==> config.mk <==
export PLATFORM = sky130hd
export DESIGN_NAME = regfile_wb_arbiter
export DESIGN_NICKNAME = d
export VERILOG_FILES = /design/src/rtl/regfile_wb_arbiter.sv
export SDC_FILE = /design/constraint.sdc
export NUM_CORES = 1
export LEC_CHECK = 0
export BUFFER_PORTS_ARGS = -buffer_cell sky130_fd_sc_hd__buf_4
export CAP_MARGIN = 20
export CORE_MARGIN = 2
export CORE_UTILIZATION = 51
export DETAILED_ROUTE_END_ITERATION = 10
export PLACE_DENSITY = 0.83
export SYNTH_ARGS = -nofsm -noshare
export SYNTH_HDL_FRONTEND = slang
export SYNTH_SLANG_ARGS = --single-unit
export TNS_END_PERCENT = 1
==> constraint.sdc <==
create_clock -name clk -period 2.3 [get_ports clk]
set_input_delay 0.115 -clock clk [delete_from_list [all_inputs] [get_ports clk]]
set_output_delay 0.115 -clock clk [all_outputs]
set_load 0.02 [all_outputs]
==> src/rtl/regfile_wb_arbiter.sv <==
// regfile_wb_arbiter: sole driver of the register file write port (WE3/A3/WD3).
// The ALU result path has fixed priority and cannot be stalled. Results from the
// multiply/divide unit (MDU) are queued in a small FIFO and written back when the
// ALU leaves the write slot free.
// The hazard output flags decode source registers whose newest value has not yet
// reached the register file.
// Optional feature: define WB_STAT_EN to add the conflict_cnt output. It counts
// cycles where a queued MDU result lost the write slot to the ALU.
module regfile_wb_arbiter #(
  parameter int XLEN  = 32,
  parameter int DEPTH = 4
) (
  input  logic            clk,
  input  logic            reset,
  input  logic            alu_we,
  input  logic [4:0]      alu_rd,
  input  logic [XLEN-1:0] alu_wd,
  input  logic            mdu_valid,
  output logic            mdu_ready,
  input  logic [4:0]      mdu_rd,
  input  logic [XLEN-1:0] mdu_wd,
  input  logic [4:0]      rs1,
  input  logic [4:0]      rs2,
  output logic            hazard,
  output logic            WE3,
  output logic [4:0]      A3,
  output logic [XLEN-1:0] WD3
`ifdef WB_STAT_EN
  ,
  output logic [31:0]     conflict_cnt
`endif
);

  localparam int PW = (DEPTH > 1) ? $clog2(DEPTH) : 1;
  localparam int CW = PW + 1;
  localparam logic [CW-1:0] FULL_CNT = CW'(DEPTH);

  logic [PW-1:0]   wr_ptr;
  logic [PW-1:0]   rd_ptr;
  logic [CW-1:0]   count;
  logic [DEPTH-1:0] fifo_vld;
  logic [4:0]      fifo_rd [DEPTH];
  logic [XLEN-1:0] fifo_wd [DEPTH];

  logic fifo_empty;
  logic alu_win;
  logic push;
  logic pop;

  // Ready depends only on the registered occupancy, never on this cycle's pop.
  // A write to x0 finishes the handshake but is not stored.
  // The FIFO pops only when the ALU does not claim the slot.
  always_comb begin
    fifo_empty = (count == '0);
    mdu_ready  = !reset && (count != FULL_CNT);
    alu_win    = alu_we && (alu_rd != 5'd0);
    push       = mdu_valid && mdu_ready && (mdu_rd != 5'd0);
    pop        = !alu_win && !fifo_empty;
  end

  // FIFO control state: pointers wrap naturally because DEPTH is a power of two.
  always_ff @(posedge clk or posedge reset) begin
    if (reset) begin
      wr_ptr   <= '0;
      rd_ptr   <= '0;
      count    <= '0;
      fifo_vld <= '0;
    end else begin
      if (push) wr_ptr <= wr_ptr + 1'b1;
      if (pop)  rd_ptr <= rd_ptr + 1'b1;
      case ({push, pop})
        2'b10:   count <= count + 1'b1;
        2'b01:   count <= count - 1'b1;
        default: count <= count;
      endcase
      // A clear and a set never target the same slot: a push needs a free entry.
      if (pop)  fifo_vld[rd_ptr] <= 1'b0;
      if (push) fifo_vld[wr_ptr] <= 1'b1;
    end
  end

  // FIFO payload storage: entries are qualified by fifo_vld, so no reset is needed.
  always_ff @(posedge clk) begin
    if (push) begin
      fifo_rd[wr_ptr] <= mdu_rd;
      fifo_wd[wr_ptr] <= mdu_wd;
    end
  end

  // ---- stage boundary: write-port register feeding the register file ----
  // Output register: the ALU wins, otherwise the FIFO head is written, otherwise idle.
  // When idle, A3 and WD3 keep their previous values.
  always_ff @(posedge clk or posedge reset) begin
    if (reset) begin
      WE3 <= 1'b0;
      A3  <= '0;
      WD3 <= '0;
    end else if (alu_win) begin
      WE3 <= 1'b1;
      A3  <= alu_rd;
      WD3 <= alu_wd;
    end else if (pop) begin
      WE3 <= 1'b1;
      A3  <= fifo_rd[rd_ptr];
      WD3 <= fifo_wd[rd_ptr];
    end else begin
      WE3 <= 1'b0;
    end
  end

  logic hit1;
  logic hit2;

  // Hazard: a source register matches the write in progress or any queued MDU result.
  always_comb begin
    hit1 = WE3 && (A3 == rs1);
    hit2 = WE3 && (A3 == rs2);
    for (int i = 0; i < DEPTH; i++) begin
      if (fifo_vld[i] && (fifo_rd[i] == rs1)) hit1 = 1'b1;
      if (fifo_vld[i] && (fifo_rd[i] == rs2)) hit2 = 1'b1;
    end
    hazard = ((rs1 != 5'd0) && hit1) || ((rs2 != 5'd0) && hit2);
  end

`ifdef WB_STAT_EN
  function automatic logic [31:0] sat_inc(input logic [31:0] v);
    return (v == 32'hFFFF_FFFF) ? v : v + 32'd1;
  endfunction

  // Count cycles where a queued MDU result lost the slot to the ALU; saturating.
  always_ff @(posedge clk or posedge reset) begin
    if (reset) begin
      conflict_cnt <= '0;
    end else if (alu_win && !fifo_empty) begin
      conflict_cnt <= sat_inc(conflict_cnt);
    end
  end
`endif

endmodule

== After elaboration in Yosys (flattened, before gate mapping) ==
Memories as Yosys holds them, arrays and structs flattened.
Cells that the tools add are included.

* Bits in registers: 49
* Bits in writable memories: 148
* Logic and storage cells: 86
* Memories kept: 2

{| class="wikitable"
|+ Memories
! memory !! depth !! bits a word !! rd ports !! clocked after memory_dff !! wr ports !! line !! source
|-
| fifo_wd || 4 || 32 || 1 || 0 || 1 || 43 || <nowiki>logic [XLEN-1:0] fifo_wd [DEPTH];</nowiki>
|-
| fifo_rd || 4 || 5 || 5 || 0 || 1 || 42 || <nowiki>logic [4:0] fifo_rd [DEPTH];</nowiki>
|}

* Add/sub/neg operators: 4
* $lt $le $gt $ge: 4
* Equal/unequal tests: 13
* Mux-type cells: 23
* Bitwise logic cells: 3
* Reductions and logical operators: 30

{| class="wikitable"
|+ Operators by type and width
! operator !! count
|-
| 2-to-1 mux 32 bit || 2
|-
| == test 5 bit || 10
|-
| nonzero test 5 bit || 4
|-
| logical AND 1 bit || 19
|-
| 2-to-1 mux 1 bit || 14
|-
| 2-to-1 mux 5 bit || 2
|-
| 2-to-1 mux 4 bit || 2
|-
| < comparator 2 x 3 -> 1 bit (second input constant) || 2
|-
| case mux 3 bit (2 select lines) || 1
|-
| adder 2 x 1 -> 2 bit (second input constant) || 2
|-
| AND 4 bit || 1
|-
| demux 1 bit (select 2 bit) || 2
|-
| greater-or-equal comparator 2 x 1 -> 1 bit (second input constant) || 2
|-
| NOT 4 bit || 1
|-
| bitwise OR 4 bit || 1
|-
| nonzero test 2 bit || 2
|-
| adder 3 x 1 -> 3 bit (second input constant) || 1
|-
| zero test 1 bit || 3
|-
| zero test 3 bit || 1
|-
| != test 3 bit (second input constant) || 1
|-
| subtractor 3 x 1 -> 3 bit (second input constant) || 1
|-
| == test 2 x 1 -> 1 bit (second input constant) || 1
|-
| == test 2 bit (second input constant) || 1
|-
| logical OR 1 bit || 1
|}

== Logic depth before layout (Yosys ltp) ==
* Depth after elaboration: 9
* Depth in mapped cells: 10

== Worst setup path after synthesis ==
OpenSTA, ideal clock, no wires.

* Kind: register to register
* From: register count[0]
* To: memory fifo_rd[0][0], enable pin
* Library setup time: 399 ps
* Data arrival time: 2,233 ps
* Setup slack: -332 ps
* Stages on the path, launching flop included: 5
* Buffers on the path: 0
* Period minus slack after synthesis: 2,632 ps
* Cells stage by stage: dfrtp_1 inv_1 a31oi_1 o311a_1 and2_1

* Word-level cells in the longest chain between the ends: 6

{| class="wikitable"
|+ RTL lines
! item !! line !! source
|-
| start, declared || 40 || <nowiki>logic [CW-1:0] count;</nowiki>
|-
| start signal, assigned || 72 || <nowiki>2'b10: count <= count + 1'b1;</nowiki>
|-
| start signal, assigned || 73 || <nowiki>2'b01: count <= count - 1'b1;</nowiki>
|-
| start signal, assigned || 74 || <nowiki>default: count <= count;</nowiki>
|-
| != test 3 bit || 55 || <nowiki>mdu_ready = !reset && (count != FULL_CNT);</nowiki>
|-
| logical AND 1 bit || 55 ||
|-
| via mdu_ready || 19 || <nowiki>output logic mdu_ready,</nowiki>
|-
| logical AND 1 bit (2 in a row) || 57 || <nowiki>push = mdu_valid && mdu_ready && (mdu_rd != 5'd0);</nowiki>
|-
| 2-to-1 mux 1 bit || 84 || <nowiki>if (push) begin</nowiki>
|-
| 2-to-1 mux 1 bit (not written as such) || 85 || <nowiki>fifo_rd[wr_ptr] <= mdu_rd;</nowiki>
|-
| end, declared || 42 ||
|}

The timed path passes the listed nets, and every way through them passes these cells.

== Worst setup path in the final report ==
* From: input port alu_rd[0]
* To: register count[2]

* Word-level cells in the longest chain between the ends: 6

{| class="wikitable"
|+ RTL lines
! item !! line !! source
|-
| start, declared || 16 || <nowiki>input logic [4:0] alu_rd,</nowiki>
|-
| nonzero test 5 bit * || 56 || <nowiki>alu_win = alu_we && (alu_rd != 5'd0);</nowiki>
|-
| logical AND 1 bit * || 56 ||
|-
| zero test 1 bit * || 58 || <nowiki>pop = !alu_win && !fifo_empty;</nowiki>
|-
| logical AND 1 bit * || 58 ||
|-
| == test 2 x 1 -> 1 bit / == test 2 bit (equally long branches) || 71 || <nowiki>case ({push, pop})</nowiki>
|-
| case mux 3 bit (2 select lines) / nonzero test 2 bit (equally long branches) || - ||
|}

Every way passes the cells marked *; elsewhere a longest branch is shown, timed or not.
A chain may end at the register's enable or synchronous reset.

==> run summary <==
=================================================================================================================
Setup repair after global routing missed its margin ................................................        false
Maximum level of the CTS H-tree ....................................................................            4
Critical-path top delay cell ....................................................................... sky130_fd_sc_hd__dlygate4sd3_1
Net count after synthesis ..........................................................................          601
Leading area contributor after synthesis ........................................................... sky130_fd_sc_hd__edfxtp_1
Reg-to-reg critical path startpoint ................................................................ count[0]$_DFFE_PP0P_
Cell internal power dissipation ....................................................................      7.78 mW
Remaining antenna violation count ..................................................................            0
Max-capacitance violation count ....................................................................            0
Largest clock skew in the final design .............................................................      7.35 ps
Crit path cell chain ............................................................................... dlygate4sd3_1, buf_4, or4_4, o21ai_4, and2b_1, ha_2, inv_1, fa_2, xor2_1, nor2_1, xor2_1
CP Launch Type .....................................................................................   input port
Synth Area in XOR/XNOR .............................................................................        5.79%
Leakage component of the power .....................................................................      4.11 nW
End point of the critical path ..................................................................... count[2]$_DFFE_PP0P_
Mux cell area share after synthesis ................................................................        14.6%
Number of flops mapped to enable cells by yosys ....................................................          148
Total gr overflow ..................................................................................            0
Buffers from clock root to sink, at most ...........................................................            2
Count of input and output buffers ..................................................................          127
Area fraction of the dominant cell type after synthesis ............................................        53.4%
Register bit total from synthesis ..................................................................          197
Maximum number of pins on one net before global-route repair .......................................           75
Tightest Pin Transition ............................................................................       825 ps
Sw Pwr .............................................................................................      3.58 mW
Fin util ...........................................................................................        68.5%
Combinational power share ..........................................................................        31.8%
TritonCTS clock tree ...............................................................................         done
Dominant combinational cell family by area after synthesis ......................................... multiplexers
Total of endpoints with negative setup slack in the final report ...................................            0
Vias in the first global route .....................................................................        5,679
Share of layout cells above drive strength 1 .......................................................        31.2%
Pwr Density ........................................................................................ 1040 mW/mm^2
Antenna violations before repair ...................................................................            1
Dpl hpwl ...........................................................................................    12,500 um
Switching part of the total ........................................................................        31.5%
Min Tclk post-route ................................................................................      2200 ps
Top flip-flop cell by instance count after synthesis ............................................... sky130_fd_sc_hd__edfxtp_1
Kind of end point of the critical path .............................................................         flop
Critical path start-end classification ............................................................. input port to flop
Hold Slack .........................................................................................      34.7 ps
Detailed Route WL ..................................................................................    19,700 um
Most area-consuming cells after synthesis .......................................................... sky130_fd_sc_hd__edfxtp_1 (53%), sky130_fd_sc_hd__dfrtp_1 (15%), sky130_fd_sc_hd__mux4_2 (10%)
Proportion of synthesized chip area in sequential cells ............................................        68.1%
Relative slew margins ..............................................................................        45.0%
Net count, final ...................................................................................          809
# IOs ..............................................................................................          128
Endpoint of the most critical register-to-register path ............................................ fifo_wd[1][8]$_DFFE_PP_
Initial core utilization ...........................................................................        52.2%
Synth warn .........................................................................................            0
Fraction of power consumed by the clock network ....................................................        25.0%
Global-route wire length before repair .............................................................    30,600 um
Largest fanout on the critical path ................................................................            2
Core ar. ...........................................................................................  0.0159 mm^2
Die width ..........................................................................................       132 um
Setup Total Neg Slack ..............................................................................         0 ps
Site Rows ..........................................................................................           46
Top-count cell post-synth .......................................................................... sky130_fd_sc_hd__edfxtp_1
Worst Setup SP .....................................................................................    alu_rd[0]
Final weighted congestion of routability-driven global placement ...................................        0.921
Depth of the most critical reg-to-reg path .........................................................            7
Distinct cell type count after synthesis ...........................................................           33
Number of vias after detailed routing ..............................................................        5,154
Routed wire length per instance ....................................................................      20.9 um
VDD IR-drop max ....................................................................................     0.628 mV
HP Class ........................................................................................... input port to flop
Number of DRC markers in iteration 0 ...............................................................          345
Total track usage ..................................................................................        23.6%
Multi-input gate area .............................................................................. 0.00249 mm^2
Fraction of registers with async set or reset after synthesis ......................................        24.9%
Arithmetic-cell share of the synthesized area counting full adders, half adders and majority gates .        1.59%
Leading post-synthesis cells by instance count ..................................................... sky130_fd_sc_hd__edfxtp_1 (148), sky130_fd_sc_hd__dfrtp_1 (49), sky130_fd_sc_hd__xor2_1 (42), sky130_fd_sc_hd__nor2_1 (38)
Number of remaining DRC errors .....................................................................            0
Compound-gate portion of the synthesized area ......................................................        3.25%
Data arrival time at the worst-slack endpoint ......................................................      2560 ps
Clk Tree Root Cell ................................................................................. sky130_fd_sc_hd__clkbuf_16
Max-slew violations ................................................................................            0
Gate count after technology mapping ................................................................          503
Area growth from synthesis to layout ...............................................................        31.3%
Clock transition at the registers of the reported paths ............................................        70 ps
Clock latency on the worst-skew pair ...............................................................       430 ps
Worst R2R Setup Slack ..............................................................................       200 ps
Top achievable clock speed .........................................................................    0.455 GHz
Crit share post-route ..............................................................................        95.6%
Post-synthesis share of cell area spent on and, or, nand and nor gates .............................        4.30%
Number of iterations in the first detailed-routing pass ............................................            4
Mean post-synth cell area ..........................................................................    16.5 um^2
Sequential share of power ..........................................................................        43.2%
Detailed-route vias per instance ...................................................................         5.48
Outcome ............................................................................................    completed
Clk sinks ..........................................................................................          197
Delay of the slowest cell on the worst path ........................................................       530 ps
Floorplan die area .................................................................................  0.0174 mm^2
Number of buffers inserted during clock tree synthesis .............................................           17
Die Y-Extent .......................................................................................       132 um
Synthesized cell area .............................................................................. 0.00832 mm^2
Final hold violations ..............................................................................            0
Most numerous cell on the critical path ............................................................ sky130_fd_sc_hd__xor2_1
Fillcell total .....................................................................................        1,053
Required time of the critical path .................................................................      2660 ps
Storage element area ............................................................................... 0.00567 mm^2
=================================================================================================================
-- power groups by stage --
stage                     registers, mW  clock network (mW)  logic (mW)
final                              4.91                2.84        3.62
after global routing               4.97                3.02        3.89
after CTS                          4.90                2.88        3.61
after detailed placement           4.97                   0        3.49
after global placement             4.92                   0        3.38
after floorplan                    5.05                   0        2.11
-- placed cells by master (no fill, tap or decap), types with 2 or more instances in the layout --
cell | synthesis | routed
sky130_fd_sc_hd__nor2_1 | 38 | 38
sky130_fd_sc_hd__mux4_2 | 37 | 37
sky130_fd_sc_hd__nand2_1 | 8 | 8
sky130_fd_sc_hd__clkbuf_16 | 0 | 17
sky130_fd_sc_hd__buf_4 | 9 | 141
sky130_fd_sc_hd__a21oi_1 | 36 | 36
sky130_fd_sc_hd__dfrtp_1 | 49 | 47
sky130_fd_sc_hd__clkinv_2 | 0 | 2
sky130_fd_sc_hd__dlygate4sd3_1 | 0 | 73
sky130_fd_sc_hd__xnor2_1 | 13 | 13
sky130_fd_sc_hd__mux2i_1 | 37 | 37
sky130_fd_sc_hd__inv_6 | 0 | 4
sky130_fd_sc_hd__a21o_1 | 4 | 4
sky130_fd_sc_hd__clkinvlp_4 | 0 | 4
sky130_fd_sc_hd__nand3_1 | 10 | 10
sky130_fd_sc_hd__dfrtp_2 | 0 | 2
sky130_fd_sc_hd__dlymetal6s4s_1 | 0 | 2
sky130_fd_sc_hd__buf_12 | 0 | 4
sky130_fd_sc_hd__clkbuf_1 | 10 | 2
sky130_fd_sc_hd__or4_1 | 3 | 2
sky130_fd_sc_hd__and2_2 | 0 | 4
sky130_fd_sc_hd__o21ai_0 | 3 | 3
sky130_fd_sc_hd__nor4_1 | 10 | 9
sky130_fd_sc_hd__edfxtp_1 | 148 | 148
sky130_fd_sc_hd__ha_1 | 9 | 8
sky130_fd_sc_hd__xor2_1 | 42 | 42
sky130_fd_sc_hd__inv_1 | 9 | 8
-- layout make-up --
| type | instances | share of cell area [%] |
|---|---|---|
| Clock buffer | 19 | 3.96 |
| Timing Repair Buffer | 220 | 17.3 |
| Sequential cell | 197 | 51.9 |
| Inverter | 9 | 0.309 |
| Tap cell | 216 | 2.47 |
| Clock inverter | 13 | 1.15 |
| Multi-Input combinational cell | 266 | 22.8 |
| Antenna cell | 1 | 0.0229 |
-- metrics by stage --
stage,cells,instance area [um^2],total power [mW],setup WS (ps)
3_5_place_dp,835,9610,8.46,13.4
3_3_place_gp,835,9610,8.30,80.7
4_1_cts,942,10900,11.4,55.6
6_report,941,10900,11.4,100
2_1_floorplan,503,8320,7.17,-332
5_1_grt,941,10900,11.9,5.64
-- worst min-delay path by stage --
| stage | from | to | slack [ps] | cells after the start |
|---|---|---|---|---|
| global placement | reset | count[0]$_DFFE_PP0P_ | 250 | 2 |
| detailed placement | reset | count[0]$_DFFE_PP0P_ | 260 | 2 |
| global route | alu_rd[1] | A3[1]$_DFFE_PP0P_ | 10 | 3 |
| floorplan | mdu_rd[0] | fifo_rd[0][0]$_DFFE_PP_ | 210 | 0 |
| finish | alu_rd[1] | A3[1]$_DFFE_PP0P_ | 30 | 3 |
| CTS | alu_rd[1] | A3[1]$_DFFE_PP0P_ | 10 | 3 |
-- state kept, by name (all words and copies together), names as in the netlist --
name	count
rd_ptr	2
fifo_wd	128
WE3	1
fifo_vld	4
count	3
fifo_rd	20
wr_ptr	2
WD3	32
A3	5
-- cells by family (layout without fill, tap and decap cells) --
| logic type | count (synthesis) | in the layout |
|---|---|---|
| DFF | 197 | 197 |
| and+or+nand+nor | 77 | 77 |
| muxes | 75 | 75 |
| xor gates and xnor gates | 55 | 55 |
| AOI/OAI and AO/OA | 49 | 49 |
| buffers and inverters | 40 | 261 |
| adders and majority gates | 10 | 10 |
| other | 0 | 1 |
-- metal layers --
layer | wire length [um] | global-route usage, % | vias to the layer above
met3 | 1120 | 5.23 | 42
li1 | - | - | 2318
met5 | 0 | 0 | -
met1 | 7560 | 28.1 | 2600
met2 | 10500 | 41.6 | 194
met4 | 484 | 10.0 | 0
-- what timing repair did --
action,CTS,global route
gates resized for setup,0,6
hold endpoints to repair,209,0
endpoints found under the setup margin,0,2
hold buffers,75,0
setup buffers,0,1
-- worst max-delay path: cells and delay by family --
| family | cells | cell delay, ps |
|---|---|---|
| buffers and inverters | 3 | 720 |
| and+or+nand+nor | 3 | 760 |
| xor gates and xnor gates | 2 | 300 |
| AOI/OAI and AO/OA | 1 | 140 |
| adders and majority gates | 2 | 500 |
No activity file was read; power rests on OpenSTA's default activity.
